===== src/rtl/axi_rd_scheduler_pkg.sv =====
// Shared definitions for the AXI read scheduler.
// Contents:
//   rd_idx_e        requester index carried in the top two AR/R ID bits
//   ar_state_e      AR holding-register state
//   AXI_BURST_INCR  fixed AR burst type
//   rr_next()       round-robin successor over the three requesters
package axi_rd_scheduler_pkg;

  localparam int NUM_REQ = 3;

  // Index 3 is never issued on AR, so an R beat that carries it is a fabric error.
  typedef enum logic [1:0] {
    RD_REQ_IC  = 2'd0,
    RD_REQ_DM  = 2'd1,
    RD_REQ_UC  = 2'd2,
    RD_REQ_BAD = 2'd3
  } rd_idx_e;

  typedef enum logic {
    AR_EMPTY = 1'b0,
    AR_FULL  = 1'b1
  } ar_state_e;

  localparam logic [1:0] AXI_BURST_INCR = 2'b01;

  // Successor modulo 3. Index 3 also maps to 0, so a corrupted pointer recovers.
  function automatic logic [1:0] rr_next(input logic [1:0] idx);
    return (idx >= RD_REQ_UC) ? RD_REQ_IC : idx + 2'd1;
  endfunction

endpackage


===== src/rtl/axi_rd_scheduler_if.sv =====
// AXI read-address and read-data channels of the tile's single master port.
// master : scheduler side (drives AR, accepts R)
// slave  : fabric side (accepts AR, drives R)
// Signal suffixes are named from the scheduler's point of view.
interface axi_rd_scheduler_if #(
  parameter int ADDR_WIDTH = 64,
  parameter int DATA_WIDTH = 512,
  parameter int ID_WIDTH   = 4
);

  logic                  ar_valid_o;
  logic                  ar_ready_i;
  logic [ADDR_WIDTH-1:0] ar_addr_o;
  logic [7:0]            ar_len_o;
  logic [2:0]            ar_size_o;
  logic [ID_WIDTH-1:0]   ar_id_o;
  logic [1:0]            ar_burst_o;

  logic                  r_valid_i;
  logic                  r_ready_o;
  logic [DATA_WIDTH-1:0] r_data_i;
  logic [ID_WIDTH-1:0]   r_id_i;
  logic                  r_last_i;
  logic [1:0]            r_resp_i;

  modport master (
    output ar_valid_o, ar_addr_o, ar_len_o, ar_size_o, ar_id_o, ar_burst_o,
    input  ar_ready_i,
    input  r_valid_i, r_data_i, r_id_i, r_last_i, r_resp_i,
    output r_ready_o
  );

  modport slave (
    input  ar_valid_o, ar_addr_o, ar_len_o, ar_size_o, ar_id_o, ar_burst_o,
    output ar_ready_i,
    output r_valid_i, r_data_i, r_id_i, r_last_i, r_resp_i,
    input  r_ready_o
  );

endinterface


===== src/rtl/axi_rd_scheduler_rr_arbiter3.sv =====
// Three-way round-robin arbiter (combinational).
// ptr       : first requester to consider this cycle
// req       : eligible requesters
// gnt_valid : some requester is granted
// gnt_idx   : granted requester index
module axi_rd_scheduler_rr_arbiter3
  import axi_rd_scheduler_pkg::*;
(
  input  logic [1:0] ptr,
  input  logic [2:0] req,
  output logic       gnt_valid,
  output logic [1:0] gnt_idx
);

  logic [3:0] req_ext;

  // Extra zero bit lets a 2-bit candidate index the vector without a range check.
  assign req_ext = {1'b0, req};

  always_comb begin
    logic [1:0] cand;
    // NOTE: every output gets a default before any branch so no latch is inferred.
    gnt_valid = 1'b0;
    gnt_idx   = ptr;
    cand      = ptr;
    for (int i = 0; i < NUM_REQ; i++) begin
      if (!gnt_valid && req_ext[cand]) begin
        gnt_valid = 1'b1;
        gnt_idx   = cand;
      end
      cand = rr_next(cand);
    end
  end

endmodule


===== src/rtl/axi_rd_scheduler.sv =====
// Read-side scheduler: shares the AR channel between iCache refill (0),
// dCache miss-read (1) and dCache uncached read (2), tags each AR with the
// requester index in the top two ID bits and steers R beats back by that index.
// Ports:
//   clk_i, rst_i        clock, asynchronous active-high reset
//   req_*               per-requester AR request (valid/ready/addr/len/size/id)
//   resp_*              R beats steered to requesters (data/id/last/err shared)
//   axi                 AXI AR + R channels (master modport)
//   id_err_o            sticky: an R beat with requester index 3 was seen
module axi_rd_scheduler
  import axi_rd_scheduler_pkg::*;
#(
  parameter int ADDR_WIDTH = 64,
  parameter int DATA_WIDTH = 512,
  parameter int ID_WIDTH   = 4,
  parameter int MAX_OUTST  = 4
) (
  input  logic                            clk_i,
  input  logic                            rst_i,
  input  logic [2:0]                      req_valid_i,
  output logic [2:0]                      req_ready_o,
  input  logic [2:0][ADDR_WIDTH-1:0]      req_addr_i,
  input  logic [2:0][7:0]                 req_len_i,
  input  logic [2:0][2:0]                 req_size_i,
  input  logic [2:0][ID_WIDTH-3:0]        req_id_i,
  output logic [2:0]                      resp_valid_o,
  input  logic [2:0]                      resp_ready_i,
  output logic [DATA_WIDTH-1:0]           resp_data_o,
  output logic [ID_WIDTH-3:0]             resp_id_o,
  output logic                            resp_last_o,
  output logic                            resp_err_o,
  axi_rd_scheduler_if.master              axi,
  output logic                            id_err_o
);

  localparam int CNT_W = $clog2(MAX_OUTST) + 1;
  localparam int LID_W = ID_WIDTH - 2;

  typedef struct packed {
    logic [ADDR_WIDTH-1:0] addr;
    logic [7:0]            len;
    logic [2:0]            size;
    logic [LID_W-1:0]      id;
  } rd_req_t;

  ar_state_e             state;
  logic [1:0]            rr_ptr;
  logic [2:0][CNT_W-1:0] outst_cnt;
  logic [2:0]            eligible;
  logic [2:0]            inc;
  logic [2:0]            dec;
  logic                  gnt_valid;
  logic [1:0]            gnt_idx;
  logic                  can_load;
  logic                  accept;
  rd_req_t               sel_req;

  logic [1:0]            r_idx;
  logic                  r_bad;
  logic                  r_hs;
  logic [3:0]            ready_ext;
  logic                  unused_resp_lsb;

  // ---------------------------------------------------------------- AR side

  always_comb begin
    for (int k = 0; k < NUM_REQ; k++) begin
      eligible[k] = req_valid_i[k] && (outst_cnt[k] < CNT_W'(MAX_OUTST));
    end
  end

  axi_rd_scheduler_rr_arbiter3 u_arb (
    .ptr       (rr_ptr),
    .req       (eligible),
    .gnt_valid (gnt_valid),
    .gnt_idx   (gnt_idx)
  );

  // A full register can be overwritten in the same cycle its AR is taken.
  assign can_load = (state == AR_EMPTY) || axi.ar_ready_i;
  // Reset gating keeps req_ready low while rst_i is held, not just after it.
  assign accept      = can_load && gnt_valid && !rst_i;
  assign req_ready_o = accept ? (3'b001 << gnt_idx) : 3'b000;
  assign inc         = req_ready_o & req_valid_i;

  always_comb begin
    case (gnt_idx)
      2'd1:    sel_req = '{addr: req_addr_i[1], len: req_len_i[1], size: req_size_i[1], id: req_id_i[1]};
      2'd2:    sel_req = '{addr: req_addr_i[2], len: req_len_i[2], size: req_size_i[2], id: req_id_i[2]};
      default: sel_req = '{addr: req_addr_i[0], len: req_len_i[0], size: req_size_i[0], id: req_id_i[0]};
    endcase
  end

  // AR holding register. Fields only change on a load, which keeps them stable
  // while ar_valid_o is high and ar_ready_i is low.
  always_ff @(posedge clk_i or posedge rst_i) begin
    if (rst_i) begin
      state          <= AR_EMPTY;
      axi.ar_valid_o <= 1'b0;
      axi.ar_addr_o  <= '0;
      axi.ar_len_o   <= '0;
      axi.ar_size_o  <= '0;
      axi.ar_id_o    <= '0;
      rr_ptr         <= 2'd0;
    end else if (accept) begin
      // NOTE: sequential state uses non-blocking assignment so every register
      // samples pre-edge values regardless of statement order.
      state          <= AR_FULL;
      axi.ar_valid_o <= 1'b1;
      axi.ar_addr_o  <= sel_req.addr;
      axi.ar_len_o   <= sel_req.len;
      axi.ar_size_o  <= sel_req.size;
      axi.ar_id_o    <= {gnt_idx, sel_req.id};
      rr_ptr         <= rr_next(gnt_idx);
    end else if (state == AR_FULL && axi.ar_ready_i) begin
      state          <= AR_EMPTY;
      axi.ar_valid_o <= 1'b0;
    end
  end

  assign axi.ar_burst_o = AXI_BURST_INCR;

  // ---------------------------------------------------------------- R side

  assign r_idx     = axi.r_id_i[ID_WIDTH-1 -: 2];
  assign r_bad     = (r_idx == RD_REQ_BAD);
  // Index 3 has no requester behind it, so its beats are always accepted and dropped.
  assign ready_ext = {1'b1, resp_ready_i};
  assign axi.r_ready_o = ready_ext[r_idx];
  assign r_hs      = axi.r_valid_i && axi.r_ready_o;

  always_comb begin
    for (int k = 0; k < NUM_REQ; k++) begin
      resp_valid_o[k] = axi.r_valid_i && (r_idx == 2'(k));
      // Guarding zero keeps a stray last beat from wrapping the counter.
      dec[k] = r_hs && axi.r_last_i && (r_idx == 2'(k)) && (outst_cnt[k] != '0);
    end
  end

  assign resp_data_o     = axi.r_data_i;
  assign resp_id_o       = axi.r_id_i[LID_W-1:0];
  assign resp_last_o     = axi.r_last_i;
  assign resp_err_o      = axi.r_resp_i[1];
  assign unused_resp_lsb = axi.r_resp_i[0];

  // Outstanding-burst counters: simultaneous issue and completion cancel out.
  always_ff @(posedge clk_i or posedge rst_i) begin
    if (rst_i) begin
      outst_cnt <= '0;
    end else begin
      for (int k = 0; k < NUM_REQ; k++) begin
        if (inc[k] && !dec[k]) begin
          outst_cnt[k] <= outst_cnt[k] + CNT_W'(1);
        end else if (dec[k] && !inc[k]) begin
          outst_cnt[k] <= outst_cnt[k] - CNT_W'(1);
        end
      end
    end
  end

  always_ff @(posedge clk_i or posedge rst_i) begin
    if (rst_i) begin
      id_err_o <= 1'b0;
    end else if (r_hs && r_bad) begin
      id_err_o <= 1'b1;
    end
  end

endmodule

===== src/flat_wrapper.sv =====
// flat-port wrapper written by rule: the top's interface ports become plain ports
module axi_rd_scheduler_flat import axi_rd_scheduler_pkg::*;
#(
  parameter int ADDR_WIDTH = 64,
  parameter int DATA_WIDTH = 512,
  parameter int ID_WIDTH   = 4,
  parameter int MAX_OUTST  = 4
)
  (clk_i, rst_i, req_valid_i, req_ready_o, req_addr_i, req_len_i, req_size_i, req_id_i, resp_valid_o, resp_ready_i, resp_data_o, resp_id_o, resp_last_o, resp_err_o, id_err_o, axi_ar_valid_o, axi_ar_addr_o, axi_ar_len_o, axi_ar_size_o, axi_ar_id_o, axi_ar_burst_o, axi_ar_ready_i, axi_r_valid_i, axi_r_data_i, axi_r_id_i, axi_r_last_i, axi_r_resp_i, axi_r_ready_o);
  axi_rd_scheduler_if #(.ADDR_WIDTH(ADDR_WIDTH), .DATA_WIDTH(DATA_WIDTH), .ID_WIDTH(ID_WIDTH)) axi_i ();
  input  logic clk_i;
  input  logic rst_i;
  input  logic [2:0] req_valid_i;
  output logic [2:0] req_ready_o;
  input  logic [2:0][ADDR_WIDTH-1:0] req_addr_i;
  input  logic [2:0][7:0] req_len_i;
  input  logic [2:0][2:0] req_size_i;
  input  logic [2:0][ID_WIDTH-3:0] req_id_i;
  output logic [2:0] resp_valid_o;
  input  logic [2:0] resp_ready_i;
  output logic [DATA_WIDTH-1:0] resp_data_o;
  output logic [ID_WIDTH-3:0] resp_id_o;
  output logic resp_last_o;
  output logic resp_err_o;
  output logic id_err_o;
  output wire logic [$bits(axi_i.ar_valid_o)-1:0] axi_ar_valid_o;
  output wire logic [$bits(axi_i.ar_addr_o)-1:0] axi_ar_addr_o;
  output wire logic [$bits(axi_i.ar_len_o)-1:0] axi_ar_len_o;
  output wire logic [$bits(axi_i.ar_size_o)-1:0] axi_ar_size_o;
  output wire logic [$bits(axi_i.ar_id_o)-1:0] axi_ar_id_o;
  output wire logic [$bits(axi_i.ar_burst_o)-1:0] axi_ar_burst_o;
  input wire logic [$bits(axi_i.ar_ready_i)-1:0] axi_ar_ready_i;
  input wire logic [$bits(axi_i.r_valid_i)-1:0] axi_r_valid_i;
  input wire logic [$bits(axi_i.r_data_i)-1:0] axi_r_data_i;
  input wire logic [$bits(axi_i.r_id_i)-1:0] axi_r_id_i;
  input wire logic [$bits(axi_i.r_last_i)-1:0] axi_r_last_i;
  input wire logic [$bits(axi_i.r_resp_i)-1:0] axi_r_resp_i;
  output wire logic [$bits(axi_i.r_ready_o)-1:0] axi_r_ready_o;
  assign axi_ar_valid_o = axi_i.ar_valid_o;
  assign axi_ar_addr_o = axi_i.ar_addr_o;
  assign axi_ar_len_o = axi_i.ar_len_o;
  assign axi_ar_size_o = axi_i.ar_size_o;
  assign axi_ar_id_o = axi_i.ar_id_o;
  assign axi_ar_burst_o = axi_i.ar_burst_o;
  assign axi_i.ar_ready_i = axi_ar_ready_i;
  assign axi_i.r_valid_i = axi_r_valid_i;
  assign axi_i.r_data_i = axi_r_data_i;
  assign axi_i.r_id_i = axi_r_id_i;
  assign axi_i.r_last_i = axi_r_last_i;
  assign axi_i.r_resp_i = axi_r_resp_i;
  assign axi_r_ready_o = axi_i.r_ready_o;
  axi_rd_scheduler #(.ADDR_WIDTH(ADDR_WIDTH), .DATA_WIDTH(DATA_WIDTH), .ID_WIDTH(ID_WIDTH), .MAX_OUTST(MAX_OUTST)) u_core (.clk_i(clk_i), .rst_i(rst_i), .req_valid_i(req_valid_i), .req_ready_o(req_ready_o), .req_addr_i(req_addr_i), .req_len_i(req_len_i), .req_size_i(req_size_i), .req_id_i(req_id_i), .resp_valid_o(resp_valid_o), .resp_ready_i(resp_ready_i), .resp_data_o(resp_data_o), .resp_id_o(resp_id_o), .resp_last_o(resp_last_o), .resp_err_o(resp_err_o), .axi(axi_i), .id_err_o(id_err_o));
endmodule

===== config.mk =====
export PLATFORM = sky130hd
export DESIGN_NAME = axi_rd_scheduler_flat
export DESIGN_NICKNAME = d
export VERILOG_FILES = /design/src/rtl/axi_rd_scheduler_pkg.sv /design/src/rtl/axi_rd_scheduler_if.sv /design/src/rtl/axi_rd_scheduler_rr_arbiter3.sv /design/src/rtl/axi_rd_scheduler.sv /design/src/flat_wrapper.sv
export SDC_FILE = /design/constraint.sdc
export NUM_CORES = 1
export LEC_CHECK = 0
export CELL_PAD_IN_SITES_DETAIL_PLACEMENT = 1
export CELL_PAD_IN_SITES_GLOBAL_PLACEMENT = 1
export CORE_AREA = 2 2 525 527
export DETAILED_ROUTE_END_ITERATION = 7
export DIE_AREA = 0 0 527 529
export GPL_TIMING_DRIVEN = 1
export PLACE_DENSITY = 0.38
export REMOVE_ABC_BUFFERS = 1
export SETUP_SLACK_MARGIN = 0.4
export SLEW_MARGIN = 0
export SYNTH_ARGS = -nofsm -noshare
export SYNTH_HDL_FRONTEND = slang
export SYNTH_SLANG_ARGS = --single-unit

===== constraint.sdc =====
create_clock -name clk_i -period 3.55 [get_ports clk_i]
set_input_delay 0.8875 -clock clk_i [delete_from_list [all_inputs] [get_ports clk_i]]
set_output_delay 0.8875 -clock clk_i [all_outputs]
set_load 0.01 [all_outputs]

# After elaboration in Yosys (flattened, before gate mapping)
# Cells that the tools add are included.
# totals
inputBits,760
wordCells,107
output_inout_bits,606
reg_bits,92
# classes
reduce_logical,44
addsub,9
n_lt_le_gt_ge,10
mux,26
n_eq_ne,5
bitwise,2
shift,1
# ops
op,n
case mux 77 bit (2 select lines),1
logical AND 1 bit,26
two-way mux 3 bit,7
"less-than comparator 2 x 3 -> 1 bit, second input constant",4
two-way mux 2 bit,5
"adder 3 x 1 -> 3 bit, second input constant",3
logical NOT 1 bit,9
"less-than comparator 3 bit, second input constant",3
two-way mux 1 bit,9
nonzero test 3 bit,3
"subtractor 3 x 1 -> 3 bit, second input constant",3
binary-select mux 1 bit (select 2 bit),4
nonzero test 2 bit,4
"adder 2 x 1 -> 2 bit, second input constant",3
"equality test 2 bit, second input constant",3
">= comparator 2 bit, second input constant",3
"equality test 2 x 1 -> 1 bit, second input constant",2
bitwise AND 3 bit,1
"left shift 1 x 2 -> 3 bit, first input constant",1
logical NOT 2 bit,1
logical OR 1 bit,1
inverter 1 bit,1

# Longest topological paths before layout
# logic_depth
ltp_word,19
depth_mapped,15
depth_no_buf,12

# Hierarchy
# From an unflattened synthesis, not the netlist that was laid out.
# unflattened
cells_unflattened,1044
area_unflattened_um2,9559.2
# by_module_without_submodules
mod,cells_each,instances,area_each_um2,seq_area_each_um2
axi_rd_scheduler,1032,1,9490.4,2302.2
axi_rd_scheduler_rr_arbiter3,12,1,68.8,0.0

# Worst setup path before layout
# No wires, ideal clock.
# synth_path
path_type,input-to-reg
start,input port req_valid_i[0]
end,register u_core.outst_cnt[8] (netlist bit)
path_stages,14
required_ps,3471
n_path_buf,3
setup_slack_ps,-57
t_arrival_ps,3528
setup_time_ps,79
cell_sequence,nor2b_2 > nand2b_1 > a2bb2oi_1 > ha_1 > clkbuf_1 > buf_2 > clkbuf_1 > and3_1 > ha_1 > inv_1 > fa_1 > xor2_1 > nor2_1 > xor2_1
# synth_via
elab_chain_cells,17
# synth_lines
element,line_no,rtl
start: declaration,flat_wrapper.sv:13,input logic [2:0] req_valid_i;
logical AND 1 bit *,axi_rd_scheduler.sv:68,eligible[k] = req_valid_i[k] && (outst_cnt[k] < CNT_W'(MAX_OUTST));
binary-select mux 1 bit (select 2 bit),axi_rd_scheduler_rr_arbiter3.sv:27,if (!gnt_valid && req_ext[cand]) begin
two-way mux 1 bit (implied by the code),axi_rd_scheduler_rr_arbiter3.sv:27,
two-way mux 1 bit,axi_rd_scheduler_rr_arbiter3.sv:27,
logical NOT 1 bit,axi_rd_scheduler_rr_arbiter3.sv:27,
logical AND 1 bit,axi_rd_scheduler_rr_arbiter3.sv:27,
two-way mux 1 bit,axi_rd_scheduler_rr_arbiter3.sv:27,
logical NOT 1 bit,axi_rd_scheduler_rr_arbiter3.sv:27,
logical AND 1 bit,axi_rd_scheduler_rr_arbiter3.sv:27,
two-way mux 1 bit,axi_rd_scheduler_rr_arbiter3.sv:27,
logical AND 1 bit (2 in series),axi_rd_scheduler.sv:82,assign accept = can_load && gnt_valid && !rst_i;
two-way mux 3 bit *,axi_rd_scheduler.sv:83,assign req_ready_o = accept ? (3'b001 << gnt_idx) : 3'b000;
bitwise AND 3 bit *,axi_rd_scheduler.sv:84,assign inc = req_ready_o & req_valid_i;
logical NOT 1 bit,axi_rd_scheduler.sv:154,end else if (dec[k] && !inc[k]) begin
logical AND 1 bit,axi_rd_scheduler.sv:154,
nonzero test 2 bit (no source line),n/a,
end signal: indexed assignment,axi_rd_scheduler.sv:153,outst_cnt[k] <= outst_cnt[k] + CNT_W'(1);
end signal: indexed assignment,axi_rd_scheduler.sv:155,outst_cnt[k] <= outst_cnt[k] - CNT_W'(1);
end: declaration,axi_rd_scheduler.sv:48,logic [2:0][CNT_W-1:0] outst_cnt;
# Every way passes the cells marked *; elsewhere a longest branch is shown, timed or not. The select of a mux whose other input is x is not followed.
# A chain may end at the register's enable or synchronous reset.

# Final worst setup path
# layout_path
start,input port axi_r_id_i[3]
end,output port resp_valid_o[2]
# layout_via
elab_chain_cells,2
# layout_lines
element,line_no,rtl
start: declaration,flat_wrapper.sv:35,input wire logic [$bits(axi_i.r_id_i)-1:0] axi_r_id_i;
equality test 2 bit,axi_rd_scheduler.sv:134,resp_valid_o[k] = axi.r_valid_i && (r_idx == 2'(k));
logical AND 1 bit,axi_rd_scheduler.sv:134,
end: declaration,flat_wrapper.sv:19,output logic [2:0] resp_valid_o;
# No other way between the ends.

==> results_dict.tcl <==
set metrics [dict create \
    status "finished clean" \
    avgSynthCellArea_um2 8.86 \
    yosys_register_bits 92 \
    whs_ps 479 \
    cts_buffers 9 \
    final_layout_size_suffix_gt1_share_pct 20.0 \
    fin_tns_setup_ps 0 \
    tightest_slew_ps 993 \
    numPortBuffers 332 \
    fmax_mhz 326 \
    grt_pass1_vias 7454 \
    critPathCaptureType "output port" \
    grt_overflow 0 \
    synthToLayoutAreaGrowth_pct 50.3 \
    ir_worst_vdd_mv 0.364 \
    min_path_type "register to register" \
    nNetsFinal 1646 \
    start_util_pct 3.38 \
    critPathMaxStageDelay_ps 490 \
    cp-start-kind "input pin" \
    clock_latency_ps 450 \
    vias 8480 \
    root_buffer "clkbuf_16" \
    drcViolationCount 0 \
    yosysSeqAreaShare_pct 25.0 \
    multi_input_area_mm2 0.00290 \
    drt.antenna.violating_nets 0 \
    powerDensity_mw_per_mm2 773 \
    crit_path_top_delay_cell "clkdlybuf4s50_1" \
    clockBufferDepth 2 \
    synth_cell_types 34 \
    htreeDepth 3 \
    finalSetupViolations 0 \
    synthArstFlopShare_pct 100 \
    post-dp-hpwl_mm 363 \
    grt_pass1_wl_mm 389 \
    crit_family "buffers and inverters" \
    grt_usage_pct 25.9 \
    gp_congestion 1.40 \
    wl_per_cell_um 83.1 \
    dr.first_iter.drc_count 671 \
    synthCells 1040 \
    synth_warnings 0 \
    postRouteWirelength_mm 372 \
    fin_crit_sh_pct 86.5 \
    grt_setup_unrepaired "false" \
    grt_max_degree 69 \
    maxCapViolations 0 \
    via_per_inst 1.90 \
    die_w_um 527 \
    num_rows 192 \
    clock-sinks 92 \
    path_buf_inv 3 \
    design.portCount 1366 \
    synth_edf_count 0 \
    final_cell_mix "clkdlybuf4s50_1 (322), dfrtp_1 (92), nor2_1 (83), a22oi_1 (77), a21oi_1 (77)" \
    total_power_mw 10.7 \
    cp_cell_sequence "clkdlybuf4s50_1 > buf_4 > nor2b_1 > and2_1 > dlygate4sd2_1" \
    synth_area_mm2 0.00922 \
    cp.arrival_ps 2180 \
    hold_viol_final 0 \
    fill_cells 32500 \
    synth.area.top_cells "buf_4 (42%), dfrtp_1 (25%), mux2_2 (7.5%)" \
    seqCellArea_mm2 0.00230 \
    die_h_um 529 \
    ys.flop_type "dfrtp_1" \
    antenna_found_initial 6 \
    synth.largest_area_cell "buf_4" \
    slew_headroom_pct 33.8 \
    path_max_fanout 4 \
    synth_top_area_share_pct 42.2 \
    drv_slew 0 \
    worstPathRequired_ps 2660 \
    p_leak_nw 3.94 \
    clock_skew_ps 13.7 \
    post-route-min-period_ps 3070 \
    first_pass_iters 4 \
    die-area_mm2 0.279 \
    cts_tree "done" \
    layout_commonest_cell "clkdlybuf4s50_1" \
    worst-setup-path-type "input pin to output port" \
    clk_pin_slew_ps 90 \
    core-area_mm2 0.273 \
    cts-hold-fix-buffers 0 \
]
registers in the layout, summed over array words and instances, names as in the netlist:
register,cells
u_core.outst_cnt,9
u_core.axi.ar_addr_o,64
u_core.axi.ar_id_o,4
u_core.id_err_o,1
u_core.state,1
u_core.rr_ptr,2
u_core.axi.ar_len_o,8
u_core.axi.ar_size_o,3
power by group:
group          switching [mW]  total [mW]  internal [mW]
clock network           0.644        1.14          0.500
logic                    4.30        7.57           3.27
registers               0.403        2.00           1.60
total                    5.34        10.7           5.37
stage by stage:
stage	worst slack, ps	utilization, %	instance area, µm²	cells
after floorplan	-2820	-	5120	478
after global placement	-542	4.94	13500	4452
after detailed placement	-529	4.94	13500	4452
after CTS	350	5.06	13800	4468
after global routing	429	5.08	13900	4469
final	481	5.08	13900	4471
worst register-to-register path, cell delays in order (launching register included):
cell       delay [ps]
dfrtp_1           480
nor3b_2           260
o22ai_2           130
a2bb2oi_4         190
buf_6             140
ha_4              150
buf_8             170
and3_1            190
ha_1              180
inv_1              70
fa_1              380
xor2_1            150
nor2_1            140
xor2_1            160
cell usage after synthesis (all sizes together), types with 2 or more instances:
| cell type | number |
|---|---|
| xnor2 | 3 |
| buf | 531 |
| and3 | 4 |
| o22ai | 2 |
| ha | 8 |
| a21oi | 77 |
| a22oi | 77 |
| xor2 | 6 |
| dfrtp | 92 |
| nor2 | 83 |
| fa | 3 |
| and2 | 6 |
| nand2b | 2 |
| conb | 2 |
| nor2b | 6 |
| o311ai | 3 |
| inv | 9 |
| mux2 | 84 |
| clkbuf | 31 |
| a2bb2oi | 2 |
area by class of cell:
type                       instances  share of cell area [%]
sequential                        92                    16.6
clock buffer                       9                    1.63
tap                             3589                    32.4
clock inverter                     7                   0.542
antenna                            2                  0.0361
multi-input combinational        377                    20.9
timing repair buffer             386                    27.6
inverter                           9                   0.280
what timing repair did:
item | in CTS | in global routing
resized for setup | 37 | 13
endpoints found under the setup margin | 81 | 15
setup buffers | 0 | 1
pin swaps | 1 | 2
layer usage:
metal	up-vias	GRT usage (%)	part of all wire, %
li1	2598	-	-
met1	3564	4.56	7.1
met2	2123	48.9	53
met3	147	41.6	33
met4	48	10.9	5.5
met5	-	13.4	1.3
logic make-up after synthesis:
kind of cell / count (synthesis) / share of synthesized area, %
buf+inv: 571 / 44.8
compound gates: 166 / 11.5
simple gates: 104 / 4.86
flops: 92 / 25.0
mux: 85 / 11.2
fa+ha+maj: 11 / 1.74
xor+xnor: 9 / 0.855
other cells: 2 / 0.0815
final timing paths:
check	start	to	slack [ps]	depth (start not counted)
setup reg to reg	u_core.outst_cnt[2]	u_core.outst_cnt[8]	700	13
min in group asynchronous	rst_i	u_core.state	930	3
hold reg to reg	u_core.id_err_o	u_core.id_err_o	480	1
setup / recovery	axi_r_id_i[3]	resp_valid_o[2]	480	5
max in group asynchronous	rst_i	u_core.axi.ar_addr_o[42]	1920	4
hold / removal	u_core.id_err_o	u_core.id_err_o	480	1
No activity file was read; power rests on OpenSTA's default activity.
